**src/rtl/rf_write_arbiter.sv**
```systemverilog
// rf_write_arbiter: arbitrates the register-file write port between WB, a mult/div
// result FIFO and a debug port (debug arbitration enabled by RF_ARB_DBG_PORT_EN).
module rf_write_arbiter #(
  parameter int FIFO_DEPTH  = 2,
  parameter int STALL_LIMIT = 4
) (
  input  logic        clk,
  input  logic        rst_n,
  input  logic        wb_we,
  input  logic [4:0]  wb_wa,
  input  logic [31:0] wb_wd,
  input  logic        md_valid,
  output logic        md_ready,
  input  logic [4:0]  md_wa,
  input  logic [31:0] md_wd,
  input  logic        dbg_valid,
  output logic        dbg_ready,
  input  logic [4:0]  dbg_wa,
  input  logic [31:0] dbg_wd,
  output logic        we3,
  output logic [4:0]  wa3,
  output logic [31:0] wd3,
  output logic [31:0] pend_mask,
  output logic        stall_req,
  output logic [31:0] drop_count
);
  localparam int PW = $clog2(FIFO_DEPTH);
  localparam int CW = $clog2(FIFO_DEPTH + 1);
  localparam logic [7:0] LIMIT = 8'(STALL_LIMIT);

  typedef enum logic [1:0] {SRC_NONE, SRC_WB, SRC_MD, SRC_DBG} src_e;

  logic [4:0]    fifo_wa_q [FIFO_DEPTH];
  logic [31:0]   fifo_wd_q [FIFO_DEPTH];
  logic [PW-1:0] rd_ptr_q, rd_ptr_d, wr_ptr_q, wr_ptr_d;
  logic [CW-1:0] count_q, count_d;
  logic [7:0]    wait_q, wait_d;
  logic          stall_req_q, stall_req_d;
  logic [31:0]   pend_mask_q, pend_mask_d;
  logic [31:0]   drop_count_q, drop_count_d;
  src_e          gnt;
  logic          fifo_nempty, push, pop, md_drop, dbg_drop;

  assign fifo_nempty = (count_q != '0);
  assign md_ready    = rst_n && (count_q != CW'(FIFO_DEPTH));
  assign push        = md_valid && md_ready && (md_wa != 5'd0);
  assign md_drop     = md_valid && md_ready && (md_wa == 5'd0);
  assign pop         = (gnt == SRC_MD);

`ifdef RF_ARB_DBG_PORT_EN
  logic rr_dbg_q, rr_dbg_d;  // 1: debug has the next contended turn
  logic dbg_req;
  assign dbg_req   = rst_n && dbg_valid && (dbg_wa != 5'd0);
  assign dbg_drop  = rst_n && dbg_valid && (dbg_wa == 5'd0);
  assign dbg_ready = dbg_drop || (gnt == SRC_DBG);
`else
  logic unused_dbg;
  assign unused_dbg = ^{dbg_valid, dbg_wa, dbg_wd};
  assign dbg_drop   = 1'b0;
  assign dbg_ready  = 1'b0;
`endif

  // NOTE: every signal written in always_comb gets a default first, so no latch is inferred.
  always_comb begin
    gnt = SRC_NONE;
`ifdef RF_ARB_DBG_PORT_EN
    rr_dbg_d = rr_dbg_q;
`endif
    if (!rst_n) begin
      gnt = SRC_NONE;
    end else if (wb_we && (wb_wa != 5'd0)) begin
      gnt = SRC_WB;
    end else if (fifo_nempty && stall_req_q) begin
      gnt = SRC_MD;
`ifdef RF_ARB_DBG_PORT_EN
    end else if (fifo_nempty && dbg_req) begin
      gnt      = rr_dbg_q ? SRC_DBG : SRC_MD;
      rr_dbg_d = !rr_dbg_q;
    end else if (dbg_req) begin
      gnt = SRC_DBG;
`endif
    end else if (fifo_nempty) begin
      gnt = SRC_MD;
    end
  end

  always_comb begin
    we3 = 1'b0;
    wa3 = wb_wa;
    wd3 = wb_wd;
    case (gnt)
      SRC_WB: we3 = 1'b1;
      SRC_MD: begin
        we3 = 1'b1;
        wa3 = fifo_wa_q[rd_ptr_q];
        wd3 = fifo_wd_q[rd_ptr_q];
      end
`ifdef RF_ARB_DBG_PORT_EN
      SRC_DBG: begin
        we3 = 1'b1;
        wa3 = dbg_wa;
        wd3 = dbg_wd;
      end
`endif
      default: ;
    endcase
    if (!rst_n) begin
      wa3 = '0;
      wd3 = '0;
    end
  end

  always_comb begin
    rd_ptr_d     = rd_ptr_q + PW'(pop);
    wr_ptr_d     = wr_ptr_q + PW'(push);
    count_d      = count_q + CW'(push) - CW'(pop);
    drop_count_d = drop_count_q + 32'(md_drop) + 32'(dbg_drop);
    wait_d       = wait_q;
    if (pop) begin
      wait_d = '0;
    end else if (fifo_nempty && (wait_q < LIMIT)) begin
      wait_d = wait_q + 8'd1;
    end
    stall_req_d = !pop && (wait_d >= LIMIT);
    // Mask reflects the entries that will be live after this edge's push/pop.
    pend_mask_d = '0;
    for (int i = 0; i < FIFO_DEPTH; i++) begin
      if (CW'(PW'(PW'(i) - rd_ptr_d)) < count_d) begin
        if (push && (wr_ptr_q == PW'(i))) begin
          pend_mask_d = pend_mask_d | (32'd1 << md_wa);
        end else begin
          pend_mask_d = pend_mask_d | (32'd1 << fifo_wa_q[i]);
        end
      end
    end
  end

  // NOTE: the payload arrays carry no reset; the pointers and count alone decide validity.
  always_ff @(posedge clk) begin
    if (push) begin
      fifo_wa_q[wr_ptr_q] <= md_wa;
      fifo_wd_q[wr_ptr_q] <= md_wd;
    end
  end

  // NOTE: all state updates use non-blocking assignments so every flop samples pre-edge values.
  always_ff @(posedge clk or negedge rst_n) begin
    if (!rst_n) begin
      rd_ptr_q     <= '0;
      wr_ptr_q     <= '0;
      count_q      <= '0;
      wait_q       <= '0;
      stall_req_q  <= 1'b0;
      pend_mask_q  <= '0;
      drop_count_q <= '0;
    end else begin
      rd_ptr_q     <= rd_ptr_d;
      wr_ptr_q     <= wr_ptr_d;
      count_q      <= count_d;
      wait_q       <= wait_d;
      stall_req_q  <= stall_req_d;
      pend_mask_q  <= pend_mask_d;
      drop_count_q <= drop_count_d;
    end
  end

`ifdef RF_ARB_DBG_PORT_EN
  always_ff @(posedge clk or negedge rst_n) begin
    if (!rst_n) rr_dbg_q <= 1'b0;
    else        rr_dbg_q <= rr_dbg_d;
  end
`endif

  assign pend_mask  = pend_mask_q;
  assign stall_req  = stall_req_q;
  assign drop_count = drop_count_q;

`ifndef SYNTHESIS
  always_ff @(posedge clk) begin
    if (rst_n && stall_req_q && wb_we)
      $error("rf_write_arbiter: wb_we asserted while stall_req is high");
  end
`endif
endmodule

```
**config.mk**
```make
export PLATFORM = sky130hd
export DESIGN_NAME = rf_write_arbiter
export DESIGN_NICKNAME = d
export VERILOG_FILES = /design/src/rtl/rf_write_arbiter.sv
export SDC_FILE = /design/constraint.sdc
export NUM_CORES = 1
export LEC_CHECK = 0
export ABC_AREA = 1
export BUFFER_PORTS_ARGS = -buffer_cell sky130_fd_sc_hd__buf_2
export CORE_ASPECT_RATIO = 1.1
export CORE_MARGIN = 5
export CORE_UTILIZATION = 39
export CTS_CLUSTER_SIZE = 16
export DETAILED_ROUTE_END_ITERATION = 8
export PLACE_DENSITY_LB_ADDON = 0.05
export SLEW_MARGIN = 0
export SYNTH_ARGS = -nofsm -noshare
export SYNTH_HDL_FRONTEND = slang
export SYNTH_SLANG_ARGS = --single-unit
```
**constraint.sdc**
```tcl
create_clock -name clk -period 2.7 [get_ports clk]
set_clock_uncertainty 0.2 [all_clocks]
set_input_delay 0.405 -clock clk [delete_from_list [all_inputs] [get_ports clk]]
set_output_delay 0.405 -clock clk [all_outputs]
set_load 0.02 [all_outputs]
```
Word-level counts from Yosys, hierarchy flattened
Memories as Yosys holds them, arrays and structs flattened.
Index checks and enable logic that the tools add are counted.
W data, S select, Z words.
{ "totals": {"output_inout_bits": 105, "register_bits": 77, "mem_count": 2, "inputBits": 116, "elab_cells": 63, "mem_bits_rw": 74} }
{ "op_classes": {"mux": 17, "n_reduce_logical": 16, "n_shift": 3, "n_eq_ne": 3, "n_lt_le_gt_ge": 4, "bitwise": 3, "n_addsub": 8} }
{ "memory_table": {"columns": ["name", "words", "width", "read_ports", "rd_ports_with_merged_regs", "wr", "line", "text"], "rows": [
  ["fifo_wd_q", 2, 32, 1, 0, 1, "34", "logic [31:0] fifo_wd_q [FIFO_DEPTH];"],
  ["fifo_wa_q", 2, 5, 3, 0, 1, "33", "logic [4:0] fifo_wa_q [FIFO_DEPTH];"]
]} }
{ "op_table": {"columns": ["op", "count"], "rows": [
  ["$mux W32", 6],
  ["$shl A1 B5 Y32 const A", 3],
  ["$or A32 B32 Y32", 2],
  ["$add A32 B1 Y32", 1],
  ["$mux W8", 2],
  ["$logic_and A1 B1 Y1", 10],
  ["$mux W5", 2],
  ["$reduce_bool A5 Y1", 2],
  ["$add A8 B1 Y8 const B", 1],
  ["$ge A8 B3 Y1 const B", 1],
  ["$lt A8 B3 Y1 const B", 1],
  ["$mux W2", 4],
  ["$logic_not A5 Y1", 1],
  ["$lt A1 B2 Y1", 2],
  ["$mux W1", 3],
  ["$add A1 B1 Y1", 2],
  ["$add A2 B1 Y2", 1],
  ["$eq A2 B1 Y1 const B", 1],
  ["$eq A2 B2 Y1 const B", 1],
  ["$ne A2 B2 Y1 const B", 1],
  ["$reduce_bool A2 Y1", 1],
  ["$reduce_or A2 Y1", 1],
  ["$sub A1 B1 Y1 const A", 2],
  ["$sub A2 B1 Y2", 1],
  ["other kinds (2)", 2]
]} }

Longest topological paths before layout
{ "logic_depth": {"depth_word": 13, "mapped_depth": 16, "depth_no_buf": 14} }

Least setup slack after synthesis
Ideal clock, no wire load.
{ "synth_path": {"path_kind": "register -> register", "from": "register count_q[1]", "to": "register pend_mask_q[25], in the netlist pend_mask[25]", "n_path_buf": 2, "stages_incl_launch_ff": 11, "arrival_time_ps": 2979, "setup_time_ps": 65, "synth_period_minus_slack_ps": 3244, "setup_slack_ps": -544, "t_required_ps": 2435, "cell_sequence": "dfrtp_1 -> a21oi_1 -> nand3_1 -> inv_1 -> ha_1 -> buf_4 -> buf_1 -> nand4_1 -> nand2_1 -> nand2_1 -> nand2_1"} }
{ "synth_between": {"elab_cells_between_ends": 26, "classes_between": "5 x add/sub; 2 x order compare; 2 x eq/ne; 8 x mux; 2 x bitwise; 7 x reduce/logical"} }
{ "synth_rtl": {"columns": ["element", "line", "text"], "rows": [
  ["start, declared", "36", "logic [CW-1:0] count_q, count_d;"],
  ["start signal, assigned", "159", "count_q <= count_d;"],
  ["$ne A2 B2 Y1 (*)", "45", "assign md_ready = rst_n && (count_q != CW'(FIFO_DEPTH));"],
  ["$logic_and A1 B1 Y1 (*)", "45", null],
  ["via md_ready", "13", "output logic md_ready,"],
  ["$logic_and A1 B1 Y1 (*) (2 in a row)", "46", "assign push = md_valid && md_ready && (md_wa != 5'd0);"],
  ["$add A2 B1 Y2", "116", "count_d = count_q + CW'(push) - CW'(pop);"],
  ["$sub A2 B1 Y2", "116", null],
  ["$lt A1 B2 Y1", "128", "if (CW'(PW'(PW'(i) - rd_ptr_d)) < count_d) begin"],
  ["$mux W32", "128", null],
  ["$or A32 B32 Y32, on equally long branches", "132, 130", null],
  ["$mux W32", "129", "if (push && (wr_ptr_q == PW'(i))) begin"],
  ["$mux W32 (*)", "128", null],
  ["via pend_mask_d[25]", "39", "logic [31:0] pend_mask_q, pend_mask_d;"],
  ["end signal, assigned", "162", "pend_mask_q <= pend_mask_d;"],
  ["end, declared", "39", null]
]} }
Mark *: on every way through the listed nets, which the timed path passes. The rest lies on a longest branch.

Worst setup path in the final report
{ "layout_path": {"from": "register count_q[1]", "to": "output port wa3[2]"} }
{ "layout_between": {"elab_chain_cells": 8, "elab_cells_between_ends": 9, "classes_between": "1 x eq/ne; 6 x mux; 2 x reduce/logical"} }
{ "layout_rtl": {"columns": ["element", "line", "text"], "rows": [
  ["$reduce_bool A2 Y1 (*)", "44", "assign fifo_nempty = (count_q != '0);"],
  ["$mux W2 / $logic_and A1 B1 Y1 (equally long branches)", "82, 73", null],
  ["$mux W2 (*)", "73", "end else if (fifo_nempty && stall_req_q) begin"],
  ["$mux W2 (*)", "71", "end else if (wb_we && (wb_wa != 5'd0)) begin"],
  ["$mux W2 (*)", "69", "if (!rst_n) begin"],
  ["$eq A2 B2 Y1 (*)", "91", "case (gnt)"],
  ["$mux W5 (*)", "91", null],
  ["$mux W5 (*)", "107", "if (!rst_n) begin"],
  ["end, declared", "21", "output logic [4:0] wa3,"]
]} }
Mark *: on every way between the ends. The rest lies on a longest branch, timed or not.

==> impl_metrics.py <==
metrics = {
    "outcome": {
        "run_status": "completed",
    },
    "grt": {
        "largest_net_degree_at_the_start_of_global_routing": 36,
        "grt_antenna_before_repair": 1,
        "first_global_vias": 7382,
        "global_route.usage.total": 0.195,
        "grt_pass1_wl_um": 37600,
        "global_route.overflow_total": 0,
    },
    "pwr": {
        "power.density_cell_area_mw_per_mm2": 713,
        "p_leak_nw": 5.24,
        "irDropWorstVdd_uv": 497,
    },
    "timing": {
        "timing_max_transition_violations_final": 0,
        "hold_violations": 0,
        "fmaxAchievable_mhz": 380,
        "post-route-period-util": 0.976,
        "slew_headroom": 0.637,
        "grt_setup_unrepaired": "yes",
        "postLayoutSetupSlackWorst_ns": 0.0651,
        "timing_worst_slew_pin_value_ns": 0.542,
        "final_period_minus_worst_setup_slack_ns": 2.63,
        "finalSetupViolations": 0,
    },
    "detailed_routing": {
        "avgViaCountPerCell": 4.98,
        "initialDrtViolationCount": 348,
        "post_drt_wl_per_cell_um": 15.6,
        "dr_total_vias": 7461,
        "drt_first_pass_iters": 4,
        "drt_wl_total_um": 23400,
        "drt_drc_violations_left": 0,
        "ant_nets": 0,
    },
    "min_path": {
        "min-delay-path-class": "in2async",
    },
    "setup_path": {
        "critical_path_arrival_ns": 2.03,
        "worstRegToRegCells": 12,
        "cpPeakStageDelay_ns": 0.41,
        "critPathCaptureType": "primary output",
        "critical-path-top-delay-family": "buffers and inverters",
        "critical-path-slowest-cell": "sky130_fd_sc_hd__dfrtp_1",
        "worstPathCellList": "nor2_4 -> nor3_4 -> ha_4 -> buf_6 -> clkbuf_16 -> o211ai_1 -> inv_1 -> buf_6",
        "worst-path-max-fanout": 6,
        "crit_buf_inv": 4,
        "worst_ep_required_time_ns": 2.10,
        "cp-start-kind": "flop",
        "setup.worst_path.class": "reg2out",
        "path_common_cell": "sky130_fd_sc_hd__buf_6",
        "critical_path_cell_count": 8,
    },
    "synth": {
        "syn-cell-area_sq_mm": 0.00818,
        "mappedNetlistNets": 1119,
        "synth-seq-cells": 151,
        "postSynthAreaPerCell_sq_um": 8.22,
        "netlist-cell-type-count": 29,
        "synthesis.instances": 995,
        "ys_seq_area_frac": 0.507,
        "yosys_warnings": 0,
    },
    "floorplan": {
        "pin_count": 221,
        "die_w_um": 148,
        "floorplan.die_area_sq_mm": 0.0240,
        "std_cell_rows": 55,
        "chipHeight_um": 162,
        "effective_utilization_at_floorplan": 0.397,
        "core_sq_mm": 0.0206,
    },
    "clock_network": {
        "htreeDepth": 4,
        "numCtsBuffers": 17,
        "clock_latency_ns": 0.42,
        "clkSinkCount": 151,
        "cts_root_buf": "sky130_fd_sc_hd__clkbuf_16",
        "clk_transition_reported_paths_ns": 0.07,
        "clock_tree.buffer_depth": 2,
        "cts_tree": "done",
    },
    "placed_design": {
        "detailedPlacementHpwl_um": 16300,
        "placement.setup.worst_slack_ns": -0.237,
        "post_dp_cell_area_sq_mm": 0.00952,
        "gp_routability_congestion": 0.853,
        "place.detailed.instances": 1425,
        "port_buffers": 181,
    },
    "final_layout": {
        "layout-area-overhead-vs-synth_pct": 31.8,
        "antennaDiodeCount": 0,
        "num-nets-final": 1354,
        "layout-drive-gt1-share": 0.261,
        "layout.area.seq_sq_mm": 0.00415,
        "multi_input_area_sq_mm": 0.00353,
        "nFillCells": 2014,
        "final_cell_count_no_fill": 1499,
        "postLayoutCellArea_sq_mm": 0.0108,
    },
    "job": {
        "cap_violations": 0,
    },
}
worst min-delay path: cells and delay by family:
family	cells	cell delay [ns]
buffers and inverters	3	0.62
where the power goes:
part / total (mW) / internal [mW] / switching (mW)
registers: 2.80 / 2.69 / 0.111
clock network: 2.41 / 1.38 / 1.03
logic: 2.47 / 0.873 / 1.60
routing by layer:
| metal | track usage | vias to the layer above | share of wire |
|---|---|---|---|
| li1 | - | 3738 | - |
| met1 | 0.266 | 3489 | 0.47 |
| met2 | 0.317 | 213 | 0.47 |
| met3 | 0.0407 | 19 | 0.049 |
| met4 | 0.0521 | 2 | 0.011 |
| met5 | 0 | - | 0.00056 |
worst paths after layout:
path	slack (ns)	from	endpoint
worst max-delay path	0.07	count_q[1]$_DFF_PN0_	wa3[2]
worst min-delay path	0.04	rst_n	drop_count[15]$_DFF_PN0_
worst max register to register	0.20	count_q[1]$_DFF_PN0_	pend_mask[10]$_DFF_PN0_
worst min register to register	0.29	wait_q[6]$_DFF_PN0_	wait_q[6]$_DFF_PN0_
max in group asynchronous	1.29	rst_n	rd_ptr_q$_DFF_PN0_
min in group clk	0.13	md_wa[1]	fifo_wa_q[0][1]$_DFFE_PP_
placed cells by master (no fill, tap or decap), types with 11 or more instances in the layout:
cell | synthesis | layout
sky130_fd_sc_hd__o21ai_0 | 37 | 31
sky130_fd_sc_hd__clkbuf_16 | 0 | 18
sky130_fd_sc_hd__xor2_1 | 13 | 13
sky130_fd_sc_hd__nor2_1 | 85 | 80
sky130_fd_sc_hd__dlygate4sd3_1 | 0 | 33
sky130_fd_sc_hd__buf_4 | 11 | 46
sky130_fd_sc_hd__dfrtp_1 | 77 | 77
sky130_fd_sc_hd__nand3_1 | 86 | 76
sky130_fd_sc_hd__nand4_1 | 39 | 39
sky130_fd_sc_hd__inv_1 | 82 | 81
sky130_fd_sc_hd__buf_6 | 6 | 19
sky130_fd_sc_hd__edfxtp_1 | 74 | 74
sky130_fd_sc_hd__buf_2 | 21 | 164
sky130_fd_sc_hd__nand2_1 | 343 | 343
sky130_fd_sc_hd__o211ai_1 | 37 | 37
sky130_fd_sc_hd__nor2_4 | 8 | 11
sky130_fd_sc_hd__nand3b_1 | 12 | 12
repair_timing:
item	in CTS	in global routing
endpoints found under the setup margin	37	70
hold endpoints to repair	106	0
gates cloned	0	4
pin swaps	1	9
buffers inserted	4	1
hold buffers	34	0
resized for setup	8	59
cell usage after synthesis (all sizes together):
cell,n,area share
o21ai,38,0.023
nand3b,12,0.011
inv,88,0.041
o211ai,37,0.034
buf,39,0.032
nor2,100,0.055
nand2,351,0.16
nand3,88,0.057
edfxtp,74,0.27
nor3,3,0.0018
clkbuf,14,0.0064
nand4,39,0.030
ha,8,0.012
xor2,13,0.014
a21oi,8,0.0049
xnor2,5,0.0054
dfrtp,77,0.24
conb,1,0.00046
cell families after synthesis:
kind of cell             Yosys count  share of synthesized area
XOR/XNOR                          18                     0.0193
AND/OR/NAND/NOR                  593                      0.319
AO/OA/AOI/OAI                     83                     0.0621
buffers and inverters            141                     0.0791
flip-flops                       151                      0.507
other                              1                   0.000459
adder cells (fa/ha/maj)            8                     0.0122
sequential cells by signal, summed over array words and instances (netlist names):
| signal | count |
|---|---|
| count_q | 2 |
| drop_count | 32 |
| fifo_wa_q | 10 |
| fifo_wd_q | 64 |
| pend_mask | 32 |
| rd_ptr_q | 1 |
| stall_req | 1 |
| wait_q | 8 |
| wr_ptr_q | 1 |
through the flow:
step / util / TNS, ns / hold WS (ns) / total power [mW]
5_1_grt: 0.524 / -0.193 / 0.0603 / 8.13
3_3_place_gp: 0.462 / -10.50 / 0.273 / 5.11
2_1_floorplan: - / 0 / -0.0906 / 4.40
3_5_place_dp: 0.462 / -10.32 / 0.281 / 5.15
6_report: 0.524 / 0 / 0.0375 / 7.68
4_1_cts: 0.511 / 0 / 0.0458 / 7.66
cell type report:
| class | instances | share of cell area |
|---|---|---|
| inverter | 88 | 0.0313 |
| tap | 256 | 0.0297 |
| sequential | 151 | 0.385 |
| clock inverter | 14 | 0.0150 |
| clock buffer | 18 | 0.0398 |
| timing repair buffer | 269 | 0.172 |
| multi-input combinational | 703 | 0.327 |
No activity file was read; power rests on OpenSTA's default activity.
